<file path="config.mk">
export PLATFORM = sky130hd
export DESIGN_NAME = wb_bram_port_bridge_flat
export DESIGN_NICKNAME = d
export VERILOG_FILES = /design/src/rtl/wb_bram_pkg.sv /design/src/rtl/wb_bram_port_bridge_if.sv /design/src/rtl/wb_byte_merge.sv /design/src/rtl/wb_bram_port_bridge.sv /design/src/flat_wrapper.sv
export SDC_FILE = /design/constraint.sdc
export NUM_CORES = 1
export LEC_CHECK = 0
export BUFFER_PORTS_ARGS = -buffer_cell sky130_fd_sc_hd__buf_2
export CAP_MARGIN = 25
export CORE_ASPECT_RATIO = 0.7
export CORE_UTILIZATION = 45
export CTS_CLUSTER_DIAMETER = 150
export DETAILED_ROUTE_END_ITERATION = 7
export GPL_ROUTABILITY_DRIVEN = 0
export PLACE_DENSITY = 0.81
export SLEW_MARGIN = 20
export SYNTH_ARGS = -nofsm -noshare
export SYNTH_HDL_FRONTEND = slang
export SYNTH_SLANG_ARGS = --single-unit
export TNS_END_PERCENT = 50
</file>
<file path="constraint.sdc">
create_clock -name i_clk -period 1.77 [get_ports i_clk]
set_input_delay 0.2655 -clock i_clk [delete_from_list [all_inputs] [get_ports i_clk]]
set_output_delay 0.2655 -clock i_clk [all_outputs]
set_load 0.05 [all_outputs]
</file>
<file path="src/rtl/wb_bram_pkg.sv">
`default_nettype none
// ============================================================================
// Package    : wb_bram_pkg
// Purpose    : Shared types and helpers for the Wishbone-to-BRAM port bridge.
//              - state_e     : bridge FSM states (IDLE, MERGE)
//              - sel_width   : byte-select width derived from the data width
//              - byte_merge  : per-byte select between old and new data
// Revision   : 1.0 - initial release
// ============================================================================
package wb_bram_pkg;

  typedef enum logic [0:0] {
    IDLE  = 1'b0,
    MERGE = 1'b1
  } state_e;

  // One byte-select bit per 8-bit lane.
  function automatic int unsigned sel_width(input int unsigned data_width);
    return data_width / 8;
  endfunction

  // Byte lane merge: take the new byte where its select bit is set.
  function automatic logic [7:0] byte_merge(input logic [7:0] old_b,
                                            input logic [7:0] new_b,
                                            input logic       sel);
    return sel ? new_b : old_b;
  endfunction

endpackage : wb_bram_pkg
`default_nettype wire

</file>
<file path="src/rtl/wb_bram_port_bridge_if.sv">
`default_nettype none
// ============================================================================
// Interface  : wb_bram_port_bridge_if
// Purpose    : Wishbone B4 pipelined bus seen by the BRAM port bridge.
//              Signal names are from the bridge (slave) point of view.
// Ports      : i_wb_cyc, i_wb_stb, i_wb_we, i_wb_addr, i_wb_data, i_wb_sel
//              (master -> slave); o_wb_stall, o_wb_ack, o_wb_data
//              (slave -> master).
// Modports   : master (bus initiator), slave (bridge).
// Revision   : 1.0 - initial release
// ============================================================================
interface wb_bram_port_bridge_if
  import wb_bram_pkg::*;
#(
  parameter int DATA_WIDTH = 32,
  parameter int ADDR_WIDTH = 10
) ();

  localparam int SEL_WIDTH = sel_width(DATA_WIDTH);

  logic                  i_wb_cyc;
  logic                  i_wb_stb;
  logic                  i_wb_we;
  logic [ADDR_WIDTH-1:0] i_wb_addr;
  logic [DATA_WIDTH-1:0] i_wb_data;
  logic [SEL_WIDTH-1:0]  i_wb_sel;
  logic                  o_wb_stall;
  logic                  o_wb_ack;
  logic [DATA_WIDTH-1:0] o_wb_data;

  modport master (
    output i_wb_cyc, i_wb_stb, i_wb_we, i_wb_addr, i_wb_data, i_wb_sel,
    input  o_wb_stall, o_wb_ack, o_wb_data
  );

  modport slave (
    input  i_wb_cyc, i_wb_stb, i_wb_we, i_wb_addr, i_wb_data, i_wb_sel,
    output o_wb_stall, o_wb_ack, o_wb_data
  );

endinterface : wb_bram_port_bridge_if
`default_nettype wire

</file>
<file path="src/rtl/wb_byte_merge.sv">
`default_nettype none
// ============================================================================
// Module     : wb_byte_merge
// Purpose    : Combinational byte-lane merge for read-modify-write.
// Ports      : old_i   - word currently stored in RAM
//              new_i   - partial write data
//              sel_i   - byte enables (bit k covers bits 8k+7:8k)
//              merged_o- new_i bytes where selected, old_i bytes elsewhere
// Revision   : 1.0 - initial release
// ============================================================================
module wb_byte_merge
  import wb_bram_pkg::*;
#(
  parameter int DATA_WIDTH = 32
) (
  input  logic [DATA_WIDTH-1:0]   old_i,
  input  logic [DATA_WIDTH-1:0]   new_i,
  input  logic [DATA_WIDTH/8-1:0] sel_i,
  output logic [DATA_WIDTH-1:0]   merged_o
);

  for (genvar k = 0; k < DATA_WIDTH / 8; k++) begin : g_byte
    assign merged_o[8*k +: 8] = byte_merge(old_i[8*k +: 8], new_i[8*k +: 8], sel_i[k]);
  end

endmodule : wb_byte_merge
`default_nettype wire

</file>
<file path="src/rtl/wb_bram_port_bridge.sv">
`default_nettype none
// ============================================================================
// Module     : wb_bram_port_bridge
// Purpose    : Wishbone B4 pipelined slave driving one port of a true-dual-
//              port block RAM. Reads and full-word writes go straight to the
//              RAM at one per clock; partial writes become a two-cycle
//              read-modify-write (stall for one cycle).
// Ports      : i_clk, i_reset      - clock, async active-high reset
//              wb (slave modport)  - Wishbone request/response
//              o_bram_en/we/addr/din, i_bram_dout - RAM port
// Revision   : 1.0 - initial release
// ============================================================================
module wb_bram_port_bridge
  import wb_bram_pkg::*;
#(
  parameter int DATA_WIDTH = 32,
  parameter int ADDR_WIDTH = 10
) (
  input  logic                   i_clk,
  input  logic                   i_reset,
  wb_bram_port_bridge_if.slave   wb,
  output logic                   o_bram_en,
  output logic                   o_bram_we,
  output logic [ADDR_WIDTH-1:0]  o_bram_addr,
  output logic [DATA_WIDTH-1:0]  o_bram_din,
  input  logic [DATA_WIDTH-1:0]  i_bram_dout
);

  localparam int                   SEL_WIDTH = sel_width(DATA_WIDTH);
  localparam logic [SEL_WIDTH-1:0] SEL_ALL   = '1;

  state_e                state_q, state_d;
  logic                  ack_q, ack_d;
  logic [ADDR_WIDTH-1:0] addr_q, addr_d;
  logic [DATA_WIDTH-1:0] data_q, data_d;
  logic [SEL_WIDTH-1:0]  sel_q, sel_d;

  logic                  stall;
  logic                  accept;
  logic                  sel_full;
  logic                  sel_none;
  logic [DATA_WIDTH-1:0] merged;

  // Stall is forced during reset so nothing is accepted while it is held.
  assign stall    = i_reset | (state_q != IDLE);
  assign accept   = wb.i_wb_cyc & wb.i_wb_stb & ~stall;
  assign sel_full = (wb.i_wb_sel == SEL_ALL);
  assign sel_none = (wb.i_wb_sel == '0);

  assign wb.o_wb_stall = stall;
  assign wb.o_wb_ack   = ack_q;
  // RAM output is already registered; pass it straight through.
  assign wb.o_wb_data  = i_bram_dout;

  // In MERGE, i_bram_dout holds the word read in the previous cycle.
  wb_byte_merge #(
    .DATA_WIDTH (DATA_WIDTH)
  ) u_merge (
    .old_i    (i_bram_dout),
    .new_i    (data_q),
    .sel_i    (sel_q),
    .merged_o (merged)
  );

  always_comb begin
    state_d     = state_q;
    ack_d       = 1'b0;
    addr_d      = addr_q;
    data_d      = data_q;
    sel_d       = sel_q;
    o_bram_en   = 1'b0;
    o_bram_we   = 1'b0;
    o_bram_addr = wb.i_wb_addr;
    o_bram_din  = wb.i_wb_data;

    case (state_q)
      IDLE: begin
        // A write with no byte enables is acknowledged without touching RAM.
        o_bram_en = accept & ~(wb.i_wb_we & sel_none);
        o_bram_we = accept & wb.i_wb_we & sel_full;
        ack_d     = accept;
        if (accept & wb.i_wb_we & ~sel_full & ~sel_none) begin
          // Partial write: this cycle is the read phase; ack after merge.
          state_d = MERGE;
          ack_d   = 1'b0;
          addr_d  = wb.i_wb_addr;
          data_d  = wb.i_wb_data;
          sel_d   = wb.i_wb_sel;
        end
      end
      MERGE: begin
        // Dropping CYC here abandons the write and its ack.
        o_bram_en   = wb.i_wb_cyc & ~i_reset;
        o_bram_we   = wb.i_wb_cyc & ~i_reset;
        o_bram_addr = addr_q;
        o_bram_din  = merged;
        ack_d       = wb.i_wb_cyc;
        state_d     = IDLE;
      end
      default: state_d = IDLE;
    endcase
  end

  always_ff @(posedge i_clk or posedge i_reset) begin
    if (i_reset) begin
      state_q <= IDLE;
      ack_q   <= 1'b0;
      addr_q  <= '0;
      data_q  <= '0;
      sel_q   <= '0;
    end else begin
      state_q <= state_d;
      ack_q   <= ack_d;
      addr_q  <= addr_d;
      data_q  <= data_d;
      sel_q   <= sel_d;
    end
  end

endmodule : wb_bram_port_bridge
`default_nettype wire

</file>
<file path="src/flat_wrapper.sv">
// flat-port wrapper written by rule: the top's interface ports become plain ports
module wb_bram_port_bridge_flat import wb_bram_pkg::*;
#(
  parameter int DATA_WIDTH = 32,
  parameter int ADDR_WIDTH = 10
)
  (i_clk, i_reset, o_bram_en, o_bram_we, o_bram_addr, o_bram_din, i_bram_dout, wb_i_wb_cyc, wb_i_wb_stb, wb_i_wb_we, wb_i_wb_addr, wb_i_wb_data, wb_i_wb_sel, wb_o_wb_stall, wb_o_wb_ack, wb_o_wb_data);
  wb_bram_port_bridge_if #(.DATA_WIDTH(DATA_WIDTH), .ADDR_WIDTH(ADDR_WIDTH)) wb_i ();
  input  logic i_clk;
  input  logic i_reset;
  output logic o_bram_en;
  output logic o_bram_we;
  output logic [ADDR_WIDTH-1:0] o_bram_addr;
  output logic [DATA_WIDTH-1:0] o_bram_din;
  input  logic [DATA_WIDTH-1:0] i_bram_dout;
  input wire logic [$bits(wb_i.i_wb_cyc)-1:0] wb_i_wb_cyc;
  input wire logic [$bits(wb_i.i_wb_stb)-1:0] wb_i_wb_stb;
  input wire logic [$bits(wb_i.i_wb_we)-1:0] wb_i_wb_we;
  input wire logic [$bits(wb_i.i_wb_addr)-1:0] wb_i_wb_addr;
  input wire logic [$bits(wb_i.i_wb_data)-1:0] wb_i_wb_data;
  input wire logic [$bits(wb_i.i_wb_sel)-1:0] wb_i_wb_sel;
  output wire logic [$bits(wb_i.o_wb_stall)-1:0] wb_o_wb_stall;
  output wire logic [$bits(wb_i.o_wb_ack)-1:0] wb_o_wb_ack;
  output wire logic [$bits(wb_i.o_wb_data)-1:0] wb_o_wb_data;
  assign wb_i.i_wb_cyc = wb_i_wb_cyc;
  assign wb_i.i_wb_stb = wb_i_wb_stb;
  assign wb_i.i_wb_we = wb_i_wb_we;
  assign wb_i.i_wb_addr = wb_i_wb_addr;
  assign wb_i.i_wb_data = wb_i_wb_data;
  assign wb_i.i_wb_sel = wb_i_wb_sel;
  assign wb_o_wb_stall = wb_i.o_wb_stall;
  assign wb_o_wb_ack = wb_i.o_wb_ack;
  assign wb_o_wb_data = wb_i.o_wb_data;
  wb_bram_port_bridge #(.DATA_WIDTH(DATA_WIDTH), .ADDR_WIDTH(ADDR_WIDTH)) u_core (.i_clk(i_clk), .i_reset(i_reset), .wb(wb_i), .o_bram_en(o_bram_en), .o_bram_we(o_bram_we), .o_bram_addr(o_bram_addr), .o_bram_din(o_bram_din), .i_bram_dout(i_bram_dout));
endmodule
</file>
# ---- After elaboration in Yosys (flattened, before gate mapping)
# Index checks and enable logic that the tools add are counted.
dict set report op_classes {
  n_reduce_logical 2
  n_bitwise 16
  muxes 12
  n_eq_ne 1
}
# op n
set ops {}
lappend ops {{$mux 32} 1}
lappend ops {{$mux 8} 4}
lappend ops {{$mux 10} 1}
lappend ops {{$and 1x1->1} 9}
lappend ops {{$pmux 1 s2} 4}
lappend ops {{$not 1->1} 6}
lappend ops {{$eq 4x4->1 const B} 1}
lappend ops {{$logic_not 4->1} 1}
lappend ops {{$mux 1} 2}
lappend ops {{$reduce_and 2->1} 1}
lappend ops {{$or 1x1->1} 1}
dict set report word_totals {
  ff_bits 48
  output_inout_bits 78
}

# ---- Longest topological paths before layout
# Gate-level depths: netlist of the first run.
dict set report logic_depth {
  depth_word 8
  depth_mapped 6
  mapped_depth_nobuf 3
}

# ---- By module
# From an unflattened synthesis of the first run, not the netlist that was laid out.
dict set report unflattened {
  cells_unflattened 228
  hier_area_um2 3291.9
}
# mod area_each_um2 instances cells_per_inst seq_area_each_um2
set modules_own_cells {}
lappend modules_own_cells {wb_bram_port_bridge 2766.4 1 192 1201.2}
lappend modules_own_cells {wb_byte_merge 525.5 1 36 0.0}

# ---- Least setup slack after synthesis of the first run
# No wires, ideal clock.
dict set report synth_path {
  kind {flip-flop to output port}
  startpoint {register u_core.state_q}
  endpoint {output port o_bram_din[10]}
  stages_incl_launch_ff 5
  setup_slack_ps -219
  arrival_ps 1723
  path_buffers 3
  cell_sequence {dfrtp_1 clkbuf_1 clkbuf_1 clkbuf_1 a21oi_1}
}
dict set report synth_via {
  elab_chain_cells 1
}
# element line
set synth_rtl {}
lappend synth_rtl {{from (decl)} wb_bram_port_bridge.sv:32} ;# state_e state_q, state_d;
lappend synth_rtl {{from (signal assigned)} wb_bram_port_bridge.sv:112} ;# state_q <= state_d;
lappend synth_rtl {{$mux 32} wb_bram_port_bridge.sv:76} ;# case (state_q)
lappend synth_rtl {{to (decl)} flat_wrapper.sv:14} ;# output logic [DATA_WIDTH-1:0] o_bram_din;
# No other way between the ends.

# ---- Worst setup path in the final report of the first run
dict set report layout_path {
  startpoint {register u_core.state_q}
  endpoint {output port o_bram_addr[4]}
}
dict set report layout_via {
  elab_chain_cells 1
}
# element line
set layout_rtl {}
lappend layout_rtl {{$mux 10} wb_bram_port_bridge.sv:76}
lappend layout_rtl {{to (decl)} flat_wrapper.sv:13} ;# output logic [ADDR_WIDTH-1:0] o_bram_addr;
# No other way between the ends.

==> out/qor.txt, run 1 <==
status: finished, violations left
failing checks: hold timing
drt first pass iters: 4
GRT Overall Usage: 19.7%
sequential area share after synthesis: 40.6%
CTS sink cnt: 48
largest net degree at the start of global routing: 42
HP Class: primary input to asynchronous set/reset pin
dpl hpwl: 5070 um
Final Slew Violations: 0
Clock H-tree levels: 2
Worst Skew: 0.00731 ns
switching part of the total: 36.3%
fin cells: 468
number of fill cells: 519
CP Cell Sequence: buf_12 -> mux2_2 -> buf_6
sequential share of power: 45.1%
# DRC: 0
VDD IR-drop max: 0.396 mV
share of cells above drive strength 1: 63.1%
Die Y: 69.8 um
count of different cell masters after synthesis: 22
CP required: 1.50 ns
most frequent cells in the layout: 132 x buf_2, 43 x dfrtp_1, 33 x nor2_1
synthesized area per cell: 11.2 um2
CP startpoint kind: flop
PortBufs: 160
# setup viols final: 0
Initial Util: 47.1%
cell area power density: 920 nW/um2
Clk pin slew, worst setup/hold paths: 0.09 ns
hold buffer count at CTS: 0
Comb power frac: 36.9%
fin crit period: 1.75 ns
mapped cell area: 2960 um2
period utilization: 98.6%
crit path max-delay cell type: dfrtp_2
GRT overflow: 0
cells after synthesis: 264
vias per inst: 5.06
Antenna Nets Post-Route: 0
net count after synthesis: 347
worst-margin pin slew: 0.442 ns
critical path class: flop to output port
Layout area overhead: 30.8%
Yosys Warn Count: 0
CTS buffer count: 5
Critical Path End Type: output port
Iteration-0 DRC Markers: 64
Worst path max stage delay: 0.47 ns
Cell Area, Placed: 3610 um2
final instance area: 3870 um2
root buffer cell: clkbuf_8
# nets final: 472
Clk network pwr share: 18.0%
initial antenna violation count: 0
Die W: 98.9 um
Max transition margin: 70.5%
most common cell after layout, fill and taps aside: buf_2
max-cap check violation count: 0
DP Cell Count: 459
Final Hold Viols: 19
Setup Fix Bufs, Post-CTS: 0
IO Count: 161
Std-Cell Core Area: 6280 um2
first-pass GRT wire length: 10800 um
Avg WL per Cell: 14.8 um
# rows: 24
Max FO, Critical Path: 21
RSZ-0062 raised after global routing: true
Ant. Diodes: 0
P_sw: 0.00129 W
Pint: 0.00227 W
Arrival @ worst endpoint: 1.48 ns
Static Leak: 1.97 nW
final hold slack: -0.0145 ns
fmax: 573 MHz
crit-path leading delay family: flip-flops
Die ar.: 6900 um2
vias in the first global route: 2265
clk_lat worst skew: 0.29 ns
via count: 2366
CTS tree: yes
Critical path buffers and inverters: 2
#FFs+latches synth: 48
Max Root-Sink Buffers: 2
Routed WL: 6930 um
==> final timing paths <==
kind | startpoint | endpoint | slack (ns) | cells after the start
min in group i_clk | i_reset | u_core.wb.o_wb_ack | 0.19 | 2
max in group asynchronous | i_reset | u_core.sel_q[2] | 1.20 | 3
worst max register to register | u_core.state_q | u_core.data_q[8] | 0.06 | 4
worst min register to register | u_core.data_q[10] | u_core.data_q[10] | 0.51 | 1
worst max-delay path | u_core.state_q | o_bram_addr[4] | 0.02 | 3
worst min-delay path | i_reset | u_core.wb.o_wb_ack | -0.01 | 2
==> worst register-to-register path, cell delays in order (launching register included) <==
cell and delay, ns:
dfrtp_2 0.48, nand3b_1 0.22, nor4_4 0.21, buf_4 0.32
mux2_2 0.37
==> cell usage after synthesis <==
| cell type | n | area share, % |
|---|---|---|
| buf_4 | 32 | 8.1 |
| o31ai_1 | 1 | 0.25 |
| a21boi_0 | 1 | 0.25 |
| mux2_2 | 36 | 14 |
| nor4_2 | 1 | 0.42 |
| nand3b_1 | 1 | 0.25 |
| buf_2 | 2 | 0.34 |
| nor4_4 | 1 | 0.72 |
| nand2_1 | 2 | 0.25 |
| mux2_4 | 20 | 10 |
| clkbuf_1 | 13 | 1.7 |
| o21ba_2 | 1 | 0.34 |
| and4_1 | 1 | 0.30 |
| mux2i_1 | 32 | 11 |
| nand2b_4 | 1 | 0.47 |
| a31oi_1 | 1 | 0.21 |
| a21oi_1 | 32 | 5.4 |
| inv_1 | 1 | 0.13 |
| dfrtp_1 | 48 | 41 |
| or2_2 | 1 | 0.21 |
| nor2_1 | 33 | 4.2 |
| buf_6 | 3 | 1.1 |
==> final cells by class <==
cell class / instances / area, um2 / share of cell area [%]
tap: 78 / 97.6 / 2.52
clock inverter: 3 / 18.8 / 0.485
sequential: 48 / 1210 / 31.2
clock buffer: 5 / 68.8 / 1.78
multi-input combinational: 165 / 1460 / 37.7
inverter: 1 / 3.75 / 0.0971
timing repair buffer: 168 / 1010 / 26.2
==> stage by stage <==
step	utilization (%)	power, W	setup slack (ns)	TNS (ns)
after floorplan	-	0.00262	-0.219	-5.53
after global placement	57.6	0.00283	0.0805	0
after detailed placement	57.6	0.00288	0.0376	0
after CTS	59.8	0.00356	0.0000492	0
after global routing	61.6	0.00376	-0.0369	-0.247
final	61.6	0.00356	0.0247	0
==> metal layers <==
layer	part of all wire, %	track usage, %	vias up
met2	50	34.2	112
li1	-	-	1141
met5	0	0	-
met1	43	25.0	1107
met4	0.89	3.48	0
met3	6.6	4.94	6
==> what timing repair did <==
action                     in CTS  in global routing
resized for setup              21                 39
cloned                          0                  1
setup endpoints to repair      39                 23
==> state kept, by name, summed over array words and instances (netlist names) <==
name	count
u_core.wb.o_wb_ack	1
u_core.sel_q	4
u_core.data_q	32
u_core.state_q	1
u_core.addr_q	10
==> power by group through the flow <==
stage	registers, W	clock network, W	logic, W
2_1_floorplan	0.00147	0	0.00114
3_3_place_gp	0.00160	0	0.00123
5_1_grt	0.00164	0.000719	0.00140
4_1_cts	0.00160	0.000666	0.00129
6_report	0.00161	0.000639	0.00131
3_5_place_dp	0.00162	0	0.00127
==> kinds of logic (layout without fill, tap and decap cells) <==
group / count (synthesis) / count (layout) / share of synthesized area, %
AO/OA/AOI/OAI: 36 / 36 / 6.48
AND/OR/NAND/NOR: 41 / 41 / 6.81
buffers and inverters: 51 / 177 / 11.4
multiplexers: 88 / 88 / 34.7
flip-flops: 48 / 48 / 40.6
No activity file was read; power rests on OpenSTA's default activity.
==> inputs of run 2 (changes only) <==
- BUFFER_PORTS_ARGS: -buffer_cell sky130_fd_sc_hd__buf_2 -> -buffer_cell sky130_fd_sc_hd__buf_4
==> run 2 against run 1 <==
The run now ends clean. Worst hold slack better by 0.015 ns. Count of clock-buffer cells in the layout up 1. Register-to-register slack worse by 0.04 ns. Sequential power about the same. Core utilization up 5.2 points. Largest power group unchanged.
==> out/qor.txt, run 2 (synthesis gave the netlist of run 1 again) <==
status: finished, final reports clean
Die ar.: 6900 um2
largest net degree at the start of global routing: 49
Final Hold Viols: 0
Routed WL: 7130 um
Std-Cell Core Area: 6280 um2
fmax: 571 MHz
fin crit period: 1.75 ns
Comb power frac: 37.2%
dpl hpwl: 4940 um
crit path max-delay cell type: dfrtp_2
sequential share of power: 42.6%
period utilization: 99.0%
Clock H-tree levels: 2
# setup viols final: 0
# DRC: 0
DP Cell Count: 456
hold buffer count at CTS: 0
Pint: 0.00249 W
R2R setup slack: 0.02 ns
worst-margin pin slew: 0.449 ns
Max transition margin: 70.0%
CP Cell Sequence: nand3b_1 -> nor4_4 -> buf_12 -> mux2_2
clk_lat worst skew: 0.29 ns
Antenna Nets Post-Route: 0
Die Y: 69.8 um
Worst path max stage delay: 0.48 ns
Cell Area, Placed: 3990 um2
drt first pass iters: 4
Clk pin slew, worst setup/hold paths: 0.09 ns
CP startpoint kind: flop
most common cell after layout, fill and taps aside: buf_4
# rows: 24
switching part of the total: 33.7%
Arrival @ worst endpoint: 1.92 ns
number of fill cells: 485
first-pass GRT wire length: 11200 um
Max Root-Sink Buffers: 2
fin cells: 466
HP Class: primary input to asynchronous set/reset pin
CP required: 1.94 ns
root buffer cell: clkbuf_8
Initial Util: 47.1%
Reg with most FFs: u_core.data_q
vias in the first global route: 2294
Die W: 98.9 um
Layout area overhead: 41.9%
Final Slew Violations: 0
R2R Path End: u_core.data_q[28]
cell area power density: 897 nW/um2
Clk network pwr share: 20.1%
CTS sink cnt: 48
final instance area: 4200 um2
P_sw: 0.00127 W
CTS buffer count: 5
Worst Skew: 0.00675 ns
critical path class: flop to flop
RSZ-0062 raised after global routing: true
Ant. Diodes: 0
Max FO, Critical Path: 48
share of cells above drive strength 1: 62.6%
Avg WL per Cell: 15.3 um
via count: 2339
initial antenna violation count: 0
max reg flops: 32
IO Count: 161
# nets final: 470
CTS tree: yes
Critical Path End Type: flop
GRT Overall Usage: 20.6%
Static Leak: 2.06 nW
max-cap check violation count: 0
vias per inst: 5.02
VDD IR-drop max: 0.413 mV
GRT overflow: 0
R2R Path Start: u_core.state_q
PortBufs: 160
Largest regs: u_core.data_q x32, u_core.addr_q x10, u_core.sel_q x4
Iteration-0 DRC Markers: 77
cells on worst reg2reg path: 4
most frequent cells in the layout: 151 x buf_4, 43 x dfrtp_1, 36 x mux2_2
==> run 2: worst max-delay path by stage <==
stage                              start                end  slack, ns  cells past startpoint
after floorplan           u_core.state_q     o_bram_din[10]      -0.22                      4
after CTS                 u_core.state_q      wb_o_wb_stall      -0.06                      3
after global placement    wb_i_wb_sel[2]    u_core.sel_q[3]       0.07                      5
after global routing      u_core.state_q   u_core.data_q[9]      -0.06                      4
final                     u_core.state_q  u_core.data_q[28]       0.02                      4
after detailed placement  wb_i_wb_sel[3]  u_core.data_q[17]       0.04                      5
==> run 2: per-stage QoR <==
| stage | total power [W] | setup TNS, ns | util (%) | hold WS [ns] | setup slack, ns |
|---|---|---|---|---|---|
| finish | 0.00376 | 0 | 66.9 | 0.0000564 | 0.0172 |
| floorplan | 0.00262 | -5.53 | - | 0.361 | -0.219 |
| global placement | 0.00295 | 0 | 63.6 | 0.312 | 0.0673 |
| CTS | 0.00378 | -0.0692 | 65.9 | 0.00414 | -0.0615 |
| detailed placement | 0.00300 | 0 | 63.6 | 0.328 | 0.0356 |
| global route | 0.00397 | -1.16 | 66.9 | 0.0257 | -0.0590 |
==> run 2: what timing repair did <==
action                     in CTS  in global routing
gates cloned                    1                  1
setup buffers                   0                  0
setup endpoints to repair      18                 26
gates resized for setup         3                 13
==> run 2: cell type report <==
cell class | instances | area (um2) | share of cell area (%)
multi-input cells | 165 | 1430 | 34.1
repair buffers | 166 | 1350 | 32.2
flip-flops and latches | 48 | 1210 | 28.8
well taps | 78 | 97.6 | 2.33
clock buffers | 6 | 72.6 | 1.73
clock inverters | 2 | 35.0 | 0.835
inverters | 1 | 3.75 | 0.0894
==> run 2: layer usage <==
metal | vias to the layer above | track usage, % | part of all wire (%)
li1 | 1132 | - | -
met1 | 1104 | 26.6 | 43
met2 | 99 | 34.8 | 50
met3 | 4 | 4.94 | 6.5
met4 | 0 | 4.98 | 0.66
met5 | - | 0 | 0
==> run 2: worst max-delay path, delay by kind of cell (launching register included) <==
kind,cells,cell delay (ns)
muxes,1,0.38
DFF,1,0.48
and+or+nand+nor,2,0.42
buffers and inverters,1,0.32
==> run 2: power groups by stage <==
| stage | clock [W] | sequential (W) | combinational (W) |
|---|---|---|---|
| after floorplan | 0 | 0.00147 | 0.00114 |
| after global placement | 0 | 0.00160 | 0.00135 |
| after CTS | 0.000783 | 0.00160 | 0.00139 |
| after detailed placement | 0 | 0.00161 | 0.00139 |
| final | 0.000758 | 0.00160 | 0.00140 |
| after global routing | 0.000836 | 0.00164 | 0.00149 |
